## config.mk

```make
export PLATFORM = sky130hd
export DESIGN_NAME = lsu
export DESIGN_NICKNAME = d
export VERILOG_FILES = /design/src/rtl/lsu.sv
export SDC_FILE = /design/constraint.sdc
export NUM_CORES = 1
export LEC_CHECK = 0
export BUFFER_PORTS_ARGS = -buffer_cell sky130_fd_sc_hd__clkbuf_2
export CAP_MARGIN = 20
export CORE_MARGIN = 1.5
export CORE_UTILIZATION = 51
export DETAILED_ROUTE_END_ITERATION = 16
export PLACE_DENSITY_LB_ADDON = 0.15
export SLEW_MARGIN = 10
export SYNTH_ARGS = -nofsm -noshare
export SYNTH_HDL_FRONTEND = slang
export SYNTH_SLANG_ARGS = --single-unit
```

## constraint.sdc

```tcl
create_clock -name clk -period 5.55 [get_ports clk]
set_clock_uncertainty 0.1 [all_clocks]
set_input_delay 1.665 -clock clk [delete_from_list [all_inputs] [get_ports clk]]
set_output_delay 1.665 -clock clk [all_outputs]
set_load 0.05 [all_outputs]
```

## src/rtl/lsu.sv

```systemverilog
// Load/store unit: registered request/ready bus master with byte-lane alignment and load extension.
// Optional macro LSU_MISALIGN_SPLIT_EN splits bus-word-crossing accesses into two beats instead of trapping.
module lsu #(
  parameter int ADDR_WIDTH = 31,
  parameter int DATA_WIDTH = 31
) (
  input  logic                    clk,
  input  logic                    rst,
  input  logic                    clk_en,
  input  logic                    i_valid,
  input  logic                    i_is_store,
  input  logic [2:0]              i_funct3,
  input  logic [31:0]             i_base,
  input  logic [31:0]             i_imm,
  input  logic [31:0]             i_store_data,
  output logic                    o_busy,
  output logic                    o_done,
  output logic [31:0]             o_load_data,
  output logic                    o_misaligned,
  output logic                    o_mem_req,
  output logic                    o_mem_we,
  output logic [ADDR_WIDTH:0]     o_mem_addr,
  output logic [(DATA_WIDTH+1)/8-1:0] o_mem_be,
  output logic [DATA_WIDTH:0]     o_mem_wdata,
  input  logic                    i_mem_ready,
  input  logic [DATA_WIDTH:0]     i_mem_rdata
);

  localparam int DW    = DATA_WIDTH + 1;
  localparam int AW    = ADDR_WIDTH + 1;
  localparam int LANES = DW / 8;
  localparam int OFS   = $clog2(LANES);

  typedef enum logic [1:0] {IDLE, BEAT0, BEAT1, RESP} state_t;

  state_t             state_q, state_d;
  logic               we_q, we_d;
  logic [AW-1:0]      addr_q, addr_d;
  logic [LANES-1:0]   be_q, be_d;
  logic [LANES-1:0]   be_hi_q, be_hi_d;
  logic [DW-1:0]      wdata_q, wdata_d;
  logic [DW-1:0]      wdata_hi_q, wdata_hi_d;
  logic [DW-1:0]      rdata0_q, rdata0_d;
  logic [OFS-1:0]     off_q, off_d;
  logic [1:0]         size_q, size_d;
  logic               sign_q, sign_d;
  logic               split_q, split_d;
  logic [31:0]        load_data_q, load_data_d;
  logic               mis_q, mis_d;

  logic [31:0]        ea;
  logic [31:0]        word_idx;
  logic [OFS-1:0]     off;
  logic [1:0]         size;
  logic [2:0]         nbytes;
  logic [3:0]         mask;
  logic [31:0]        dmask;
  logic               legal;
  logic               trap;
  logic               split_n;
  logic [2*LANES-1:0] be_w;
  logic [2*DW-1:0]    wd_w;

  // Select the addressed bytes out of a (possibly two-beat) read window and extend to 32 bits.
  function automatic logic [31:0] extend_load(input logic [2*DW-1:0] wide,
                                              input logic [OFS-1:0]  ofs,
                                              input logic [1:0]      sz,
                                              input logic            sgn);
    logic [31:0] sh;
    sh = 32'(wide >> {ofs, 3'b000});
    case (sz)
      2'd0:    extend_load = sgn ? {{24{sh[7]}}, sh[7:0]} : {24'h0, sh[7:0]};
      2'd1:    extend_load = sgn ? {{16{sh[15]}}, sh[15:0]} : {16'h0, sh[15:0]};
      default: extend_load = sh;
    endcase
  endfunction

  always_comb begin
    ea       = i_base + i_imm;
    word_idx = ea >> OFS;
    off      = ea[OFS-1:0];
    size     = i_funct3[1:0];
    case (size)
      2'd0:    begin nbytes = 3'd1; mask = 4'h1; dmask = 32'h0000_00FF; end
      2'd1:    begin nbytes = 3'd2; mask = 4'h3; dmask = 32'h0000_FFFF; end
      default: begin nbytes = 3'd4; mask = 4'hF; dmask = 32'hFFFF_FFFF; end
    endcase
    legal = i_is_store ? (i_funct3 inside {3'd0, 3'd1, 3'd2})
                       : (i_funct3 inside {3'd0, 3'd1, 3'd2, 3'd4, 3'd5});
`ifdef LSU_MISALIGN_SPLIT_EN
    trap    = 1'b0;
    split_n = ((OFS+2)'(off) + (OFS+2)'(nbytes)) > (OFS+2)'(LANES);
`else
    trap    = ((size == 2'd1) && ea[0]) || ((size == 2'd2) && (ea[1:0] != 2'b00));
    split_n = 1'b0;
`endif
    // Lanes/bytes above the first bus word become the second beat of a split access.
    be_w = (2*LANES)'(mask) << off;
    wd_w = (2*DW)'(i_store_data & dmask) << {off, 3'b000};

    state_d     = state_q;
    we_d        = we_q;
    addr_d      = addr_q;
    be_d        = be_q;
    be_hi_d     = be_hi_q;
    wdata_d     = wdata_q;
    wdata_hi_d  = wdata_hi_q;
    rdata0_d    = rdata0_q;
    off_d       = off_q;
    size_d      = size_q;
    sign_d      = sign_q;
    split_d     = split_q;
    load_data_d = load_data_q;
    mis_d       = mis_q;

    case (state_q)
      IDLE: begin
        if (i_valid) begin
          load_data_d = 32'h0;
          mis_d       = 1'b0;
          if (!legal) begin
            state_d = RESP;
          end else if (trap) begin
            mis_d   = 1'b1;
            state_d = RESP;
          end else begin
            we_d       = i_is_store;
            addr_d     = AW'(word_idx);
            be_d       = be_w[LANES-1:0];
            be_hi_d    = be_w[2*LANES-1:LANES];
            wdata_d    = wd_w[DW-1:0];
            wdata_hi_d = wd_w[2*DW-1:DW];
            off_d      = off;
            size_d     = size;
            sign_d     = ~i_funct3[2];
            split_d    = split_n;
            state_d    = BEAT0;
          end
        end
      end
      BEAT0: begin
        if (i_mem_ready) begin
          if (split_q) begin
            rdata0_d = i_mem_rdata;
            addr_d   = addr_q + AW'(1);
            be_d     = be_hi_q;
            wdata_d  = wdata_hi_q;
            state_d  = BEAT1;
          end else begin
            load_data_d = we_q ? 32'h0
                               : extend_load({{DW{1'b0}}, i_mem_rdata}, off_q, size_q, sign_q);
            state_d     = RESP;
          end
        end
      end
      BEAT1: begin
        if (i_mem_ready) begin
          load_data_d = we_q ? 32'h0
                             : extend_load({i_mem_rdata, rdata0_q}, off_q, size_q, sign_q);
          state_d     = RESP;
        end
      end
      default: state_d = IDLE;
    endcase
  end

  always_ff @(posedge clk or posedge rst) begin
    if (rst) begin
      state_q     <= IDLE;
      we_q        <= 1'b0;
      addr_q      <= '0;
      be_q        <= '0;
      be_hi_q     <= '0;
      wdata_q     <= '0;
      wdata_hi_q  <= '0;
      rdata0_q    <= '0;
      off_q       <= '0;
      size_q      <= 2'd0;
      sign_q      <= 1'b0;
      split_q     <= 1'b0;
      load_data_q <= 32'h0;
      mis_q       <= 1'b0;
    end else if (clk_en) begin
      state_q     <= state_d;
      we_q        <= we_d;
      addr_q      <= addr_d;
      be_q        <= be_d;
      be_hi_q     <= be_hi_d;
      wdata_q     <= wdata_d;
      wdata_hi_q  <= wdata_hi_d;
      rdata0_q    <= rdata0_d;
      off_q       <= off_d;
      size_q      <= size_d;
      sign_q      <= sign_d;
      split_q     <= split_d;
      load_data_q <= load_data_d;
      mis_q       <= mis_d;
    end
  end

  assign o_mem_req    = (state_q == BEAT0) || (state_q == BEAT1);
  assign o_busy       = ((state_q == IDLE) && i_valid) || o_mem_req;
  assign o_done       = (state_q == RESP);
  assign o_load_data  = load_data_q;
  assign o_misaligned = mis_q;
  assign o_mem_we     = we_q;
  assign o_mem_addr   = addr_q;
  assign o_mem_be     = be_q;
  assign o_mem_wdata  = wdata_q;

endmodule

```

**Word-level counts from Yosys, hierarchy flattened**

Cells that the tools add are included.

- Bitwise operators: 4
- Add/subtract/negate cells: 1
- Shifts and indexed selects: 4
- Mux-type cells: 34
- Reduce and logical (&&, ||, !) cells: 21
- Equality and inequality tests: 15

Operators by type and width:

| cell | count |
|---|---|
| 2-to-1 mux 32 bit | 17 |
| one-hot mux 32 bit (2 select lines) | 3 |
| one-hot mux 32 bit (3 select lines) | 1 |
| right shift 64 x 5 -> 32 bit | 1 |
| adder 32 bit | 1 |
| AND 32 bit | 1 |
| left shift 32 x 5 -> 32 bit | 1 |
| right shift 32 x 5 -> 32 bit | 1 |
| 2-to-1 mux 4 bit | 4 |
| inequality test 2 bit (second input constant) | 5 |
| AND reduction 5 bit | 2 |
| 2-to-1 mux 2 bit | 4 |
| one-hot mux 4 bit (2 select lines) | 1 |
| AND reduction 7 bit | 1 |
| == test 2 x 1 -> 1 bit (second input constant) | 3 |
| == test 2 bit (second input constant) | 3 |
| == test 3 bit (second input constant) | 2 |
| zero test 2 bit | 3 |
| nonzero test 3 bit | 2 |
| nonzero test 5 bit | 1 |
| one-hot mux 2 bit (2 select lines) | 1 |
| AND reduction 4 bit | 1 |
| nonzero test 2 bit | 2 |
| left shift 4 x 2 -> 4 bit | 1 |
| other kinds (9) | 17 |

- Word-level logic and storage cells: 89
- Register bits after elaboration: 109

**Logic depth before layout (Yosys ltp)**

Gate-level depths: netlist of run 1.

- Word-level depth: 8
- Mapped depth: 13

**Least setup slack after synthesis of run 1**

No wires, ideal clock.

- Path kind: input-to-reg
- From: input i_base[0]
- To: register addr_q[19] (netlist: o_mem_addr[19])
- Setup slack: 1.379 ns
- Data required time: 5.355 ns
- Arrival time: 3.975 ns
- Path buffers: 3
- Stages on the path: 12
- Path through: ha_1 > inv_1 > fa_1 > nand2b_1 > nor3_1 > o21bai_1 > or2_1 > clkbuf_1 > buf_2 > buf_2 > nand2_1 > o31ai_1

- Longest elaborated chain between the ends: 6
- Elaborated cells between the ends (all ways): 11
- Classes of those cells: 1 x add/sub; 1 x eq/ne; 4 x mux; 5 x reduce/logical

Ends and longest elaborated chain:

| item | RTL line | RTL |
|---|---|---|
| start, declared | 13 | `input logic [31:0] i_base,` |
| adder 32 bit (*) | 79 | `ea = i_base + i_imm;` |
| nonzero test 2 bit | 94 | `trap = ((size == 2'd1) && ea[0]) \|\| ((size == 2'd2) && (ea[1:0] != 2'b00));` |
| logical AND 1 bit | 94 |  |
| logical OR 1 bit | 94 |  |
| inequality test 2 bit (no line) | -- |  |
| AND reduction 7 bit (no line) | -- |  |
| end signal, assigned | 186 | `addr_q <= addr_d;` |
| end, declared | 38 | `logic [AW-1:0] addr_q, addr_d;` |

Every way passes the cells marked *; elsewhere a longest branch is shown, timed or not. The select of a mux whose other input is x is not followed.
A chain may end at the register's enable or synchronous reset.

**Worst setup path after layout of run 1**

- From: input i_base[0]
- To: register addr_q[24] (netlist: o_mem_addr[24])

The elaborated chain is that of the path after synthesis.

==> results_dict.tcl, run 1 <==
set metrics [dict create \
    grt_max_degree 78 \
    grt_pass1_wl_um 31400 \
    routed_wl_um 19500 \
    drcViolationCount 0 \
    place_hpwl_um 14800 \
    rsz0062_at_grt "no" \
    hold-worst-slack_ns 0.367 \
    rows 42 \
    worst_ep_arrival_time_ns 4.31 \
    hp-class "reg -> reg" \
    syn_area_per_cell_sq_um 8.68 \
    coreArea_sq_mm 0.0133 \
    synth_edf_count 0 \
    routedWlPerCell_um 16.3 \
    grt_pass1_vias 6237 \
    tns_ns 0 \
    hold_buffers 0 \
    path_class "in -> reg" \
    drive_above_1_share_pct 27.7 \
    grt_overflow 0 \
    dr.pass1.iters 5 \
    io_buffers 239 \
    die_h_um 120 \
    yosys_warnings 0 \
    status "finished, final reports clean" \
    seq_area_sq_mm 0.00268 \
    drt_iter0_markers 463 \
    synth_area_sq_mm 0.00701 \
    r2r_setup_slack_ns 1.99 \
    yosys_register_bits 107 \
    worst_pin_slew_ns 0.940 \
    slew_headroom_pct 37.3 \
    io_pins 242 \
    totalPowerFinal_w 0.00452 \
    period_minus_slack_ns 4.21 \
    synthFlopType "dfrtp_1" \
    fill_cells 1199 \
    cp_max_fo 5 \
    clkSinkCount 107 \
    finish.net_count 1190 \
    cts_htree_levels 3 \
    period_share_pct 75.8 \
    synthCells 808 \
    synth_seq_area_share_pct 38.2 \
    setup_violations 0 \
    multiInputGateArea_sq_mm 0.00403 \
    clockBufferDepth 2 \
    critPathLaunchType "input pin" \
    gp_congestion 0.927 \
    antenna_left 0 \
    cp.required_ns 5.65 \
    cts_root_buf "clkbuf_16" \
    power_density_mw_per_mm2 528 \
    vias 6967 \
    crit_path_end_kind "flip-flop" \
    post_cts_buffers 0 \
    final_cell_mix "239 x clkbuf_2, 131 x nand2_1, 107 x dfrtp_1" \
    clkLatencyLatePin_ns 0.35 \
    p_leak_nw 4.39 \
    die_area_sq_mm 0.0145 \
    grt_usage_pct 27.1 \
    finalHoldViolCount 0 \
    areaGrowthSynthToFinish_pct 22.0 \
    peakVddDrop_mv 0.303 \
    antenna_found_initial 0 \
    synth_cell_types 61 \
    rr_startpoint "state_q[1]" \
    viasPerCell 5.82 \
    max_freq_ghz 0.238 \
    synthArstFlopShare_pct 100 \
    post_cts_resized 0 \
    maxCapViolations 0 \
    layout_commonest_cell "clkbuf_2" \
    antenna_cells 0 \
    slew_violations 0 \
    die_w_um 120 \
    min-delay-start "o_mem_wdata[10]" \
    start_util_pct 52.5 \
    numCtsBuffers 9 \
    final_util_pct 64.1 \
    cts.reportedPaths.clkPinSlew_ns 0.07 \
    startpoint "i_base[0]" \
    cts_tree "built" \
]
-- cells in the mapped netlist (all sizes together) (13+ instances only) --
| cell type | n | area, sq um |
|---|---|---|
| a31oi | 13 | 81.3 |
| mux2 | 28 | 315 |
| a22o | 23 | 201 |
| nand2 | 131 | 492 |
| nor2 | 57 | 230 |
| inv | 21 | 78.8 |
| clkbuf | 35 | 131 |
| a21oi | 54 | 270 |
| a22oi | 21 | 158 |
| o31ai | 15 | 113 |
| ha | 35 | 438 |
| a21o | 16 | 120 |
| buf | 18 | 106 |
| o21ai | 68 | 340 |
| dfrtp | 107 | 2680 |
| nand3 | 24 | 120 |
-- per-layer routing --
layer / track usage, % / vias up / routed length [um]
li1: - / 3352 / -
met1: 37.6 / 3261 / 8690
met2: 41.5 / 308 / 8830
met5: 0 / - / 0
met3: 6.70 / 46 / 1460
met4: 9.63 / 0 / 536
-- power by group --
part / total (W) / switching [W] / leakage (nW) / internal, W
Combinational: 0.00260 / 0.00192 / 2.85 / 0.000676
Sequential: 0.00132 / 0.000231 / 1.41 / 0.00109
Clock: 0.000600 / 0.000283 / 0.133 / 0.000316
-- layout make-up --
class	instances	area share (%)
well taps	176	2.57
repair buffers	250	14.9
clock buffers	12	2.88
flip-flops and latches	107	31.3
clock inverters	4	0.307
multi-input cells	628	47.0
inverters	21	0.951
-- stage by stage --
step,instance area [sq um],setup WS [ns],instances
finish,8560,1.34,1198
detailed placement,8280,1.01,1182
floorplan,7010,0.968,809
CTS,8560,1.37,1198
global placement,8280,1.09,1182
global route,8560,1.14,1198
-- path summary, 6_finish.rpt --
check / cells after the start / end
setup / recovery: 12 / o_mem_addr[24]
hold / removal: 2 / o_mem_wdata[10]
setup reg to reg: 10 / o_load_data[24]
hold reg to reg: 2 / o_mem_wdata[10]
max in group asynchronous: 3 / o_mem_addr[25]
min in group asynchronous: 2 / o_mem_wdata[26]
-- flip-flops by register name, indices dropped and copies added, names as in the netlist, 2 cells and up --
signal       count
o_load_data     32
o_mem_addr      30
o_mem_be         4
o_mem_wdata     32
off_q            2
size_q           2
state_q          2
-- cells by family (layout without fill, tap and decap cells) --
family,Yosys count,in the layout,synth area share [%]
buf+inv,74,287,4.52
compound gates,264,264,24.8
fa+ha+maj,36,36,6.53
simple gates,268,268,17.5
other cells,1,2,0.0535
xor+xnor,19,19,2.37
flops,107,107,38.2
mux,39,39,6.07
-- critical path, stage by stage --
cell and delay (ns):
clkbuf_2 0.08, ha_1 0.15, inv_1 0.05, fa_1 0.39, nand2b_1 0.16, a21oi_1 0.26
a21oi_1 0.20, o21ai_1 0.41, a21oi_1 0.24, nor4_1 0.37, mux2i_1 0.23, o311ai_1 0.11
Note: power is estimated with default switching activity, not from simulation.
==> inputs of run 2 (changes only) <==
Clock period 5.55 ns to 4.38 ns, I/O delays scaled along.
==> run 2 against run 1 <==
Net effect: flip-flop and latch count did not move; count of clock-buffer cells in the layout decreased by 2; critical endpoint unchanged; final area increased by 1.2%; core utilization up 0.74 points; global-route usage increased by 0.15 points; highest routed layer unchanged; via count down 2.8%; sequential share of layout area shrank 0.36 points; final cell count is 0.25% higher.
==> results_dict.tcl, run 2 (synthesis gave the netlist of run 1 again) <==
set metrics [dict create \
    status "finished, final reports clean" \
    die_w_um 120 \
    finalHoldViolCount 0 \
    tns_ns 0 \
    hp-class "reg -> reg" \
    die_area_sq_mm 0.0145 \
    power_density_mw_per_mm2 676 \
    cts_root_buf "clkbuf_16" \
    finish.net_count 1193 \
    cp_common_cell "a21oi_1" \
    clkLatencyLatePin_ns 0.35 \
    setup_violations 0 \
    worst_ep_arrival_time_ns 3.75 \
    min-delay-start "o_mem_wdata[0]" \
    critPathLaunchType "input pin" \
    vias 6772 \
    routed_wl_um 19300 \
    grt_pass1_wl_um 31700 \
    cts_htree_levels 3 \
    stdcell_area_sq_mm 0.00865 \
    path_class "in -> reg" \
    cp_slowest_cell "fa_1" \
    path_cells "clkbuf_2 > ha_1 > inv_1 > fa_1 > nand2b_1 > a21oi_1 > a21oi_1 > o21ai_1 > a21oi_1 > nor4_1 > mux2i_1 > o311ai_1" \
    hold_buffers 0 \
    coreArea_sq_mm 0.0133 \
    antenna_found_initial 0 \
    die_h_um 120 \
    grt_pass1_vias 6318 \
    viasPerCell 5.64 \
    grt_overflow 0 \
    reg2reg_to "o_load_data[28]" \
    layout_commonest_cell "clkbuf_2" \
    slew_violations 0 \
    clockBufferDepth 2 \
    pre_cts_slack_ns 0.373 \
    cpPeakStageDelay_ns 0.39 \
    r2r.worst_path.cells 11 \
    rsz0062_at_grt "no" \
    period_share_pct 82.8 \
    max_freq_ghz 0.276 \
    worst_pin_slew_ns 0.754 \
    post_cts_buffers 0 \
    cts.reportedPaths.clkPinSlew_ns 0.08 \
    numCtsBuffers 9 \
    antenna_left 0 \
    seq_area_sq_mm 0.00268 \
    fill_cells 1211 \
    slew_headroom_pct 49.7 \
    areaGrowthSynthToFinish_pct 23.5 \
    dr.pass1.iters 7 \
    start_util_pct 52.5 \
    p_leak_nw 4.44 \
    cp_max_fo 5 \
    rows 42 \
    grt_max_degree 59 \
    io_buffers 239 \
    grt_usage_pct 27.3 \
    drive_above_1_share_pct 28.0 \
    drt_iter0_markers 509 \
    routedWlPerCell_um 16.1 \
    maxCapViolations 0 \
    drcViolationCount 0 \
    final_cell_mix "239 x clkbuf_2, 131 x nand2_1, 107 x dfrtp_1" \
    cts_tree "built" \
    worst_slack_ns 0.753 \
    final_util_pct 64.8 \
    cp.required_ns 4.51 \
    crit_path_end_kind "flip-flop" \
    period_minus_slack_ns 3.63 \
    r2r_setup_slack_ns 0.93 \
    min_path_cells 2 \
    rr_startpoint "state_q[1]" \
    place_area_sq_mm 0.00833 \
    antenna_cells 0 \
    peakVddDrop_mv 0.371 \
    place_hpwl_um 14800 \
    post_cts_resized 0 \
    gp_congestion 0.890 \
    min_to "o_mem_wdata[0]" \
    clkSinkCount 107 \
    io_pins 242 \
    multiInputGateArea_sq_mm 0.00403 \
]
==> run 2: critical path, delay by kind of cell <==
kind,cells,cell delay (ns)
multiplexers,1,0.23
buffers and inverters,2,0.13
adder cells (fa/ha/maj),2,0.54
AND/OR/NAND/NOR,2,0.52
AO/OA/AOI/OAI,5,1.01
==> run 2: worst max-delay path by stage <==
| stage | from | to | slack [ns] | cells past startpoint |
|---|---|---|---|---|
| after floorplan | rst | o_load_data[0] | 0.15 | 1 |
| after global placement | i_base[0] | o_mem_addr[24] | 0.43 | 12 |
| after detailed placement | i_base[0] | o_mem_addr[24] | 0.37 | 12 |
| after CTS | i_base[0] | o_mem_addr[24] | 0.75 | 12 |
| after global routing | i_base[0] | o_mem_addr[24] | 0.49 | 12 |
| final | i_base[0] | o_mem_addr[24] | 0.75 | 12 |
==> run 2: report_power, final <==
part	switching (W)	internal [W]	leakage [nW]
logic	0.00244	0.000865	2.87
registers	0.000275	0.00138	1.41
clock network	0.000376	0.000508	0.158
total	0.00309	0.00276	4.44
==> run 2: area by class of cell <==
type | instances | share of cell area [%]
Tap cell | 176 | 2.54
Multi-Input combinational cell | 628 | 46.5
Timing Repair Buffer | 253 | 15.3
Clock buffer | 10 | 2.65
Clock inverter | 6 | 1.10
Sequential cell | 107 | 30.9
Inverter | 21 | 0.940
==> run 2: routing by layer <==
layer | up-vias | part of all wire (%) | GRT usage, %
met3 | 23 | 6.0 | 5.19
li1 | 3361 | - | -
met5 | - | 0 | 0
met1 | 3147 | 45 | 37.9
met4 | 0 | 1.6 | 7.72
met2 | 241 | 47 | 43.7
==> run 2: per-stage QoR <==
stage                     total power [W]  cells  hold WS (ns)
after global placement            0.00493   1185         0.349
after detailed placement          0.00497   1185         0.356
final                             0.00585   1201         0.366
after floorplan                   0.00416    809         0.399
after CTS                         0.00586   1201         0.373
after global routing              0.00618   1201         0.387
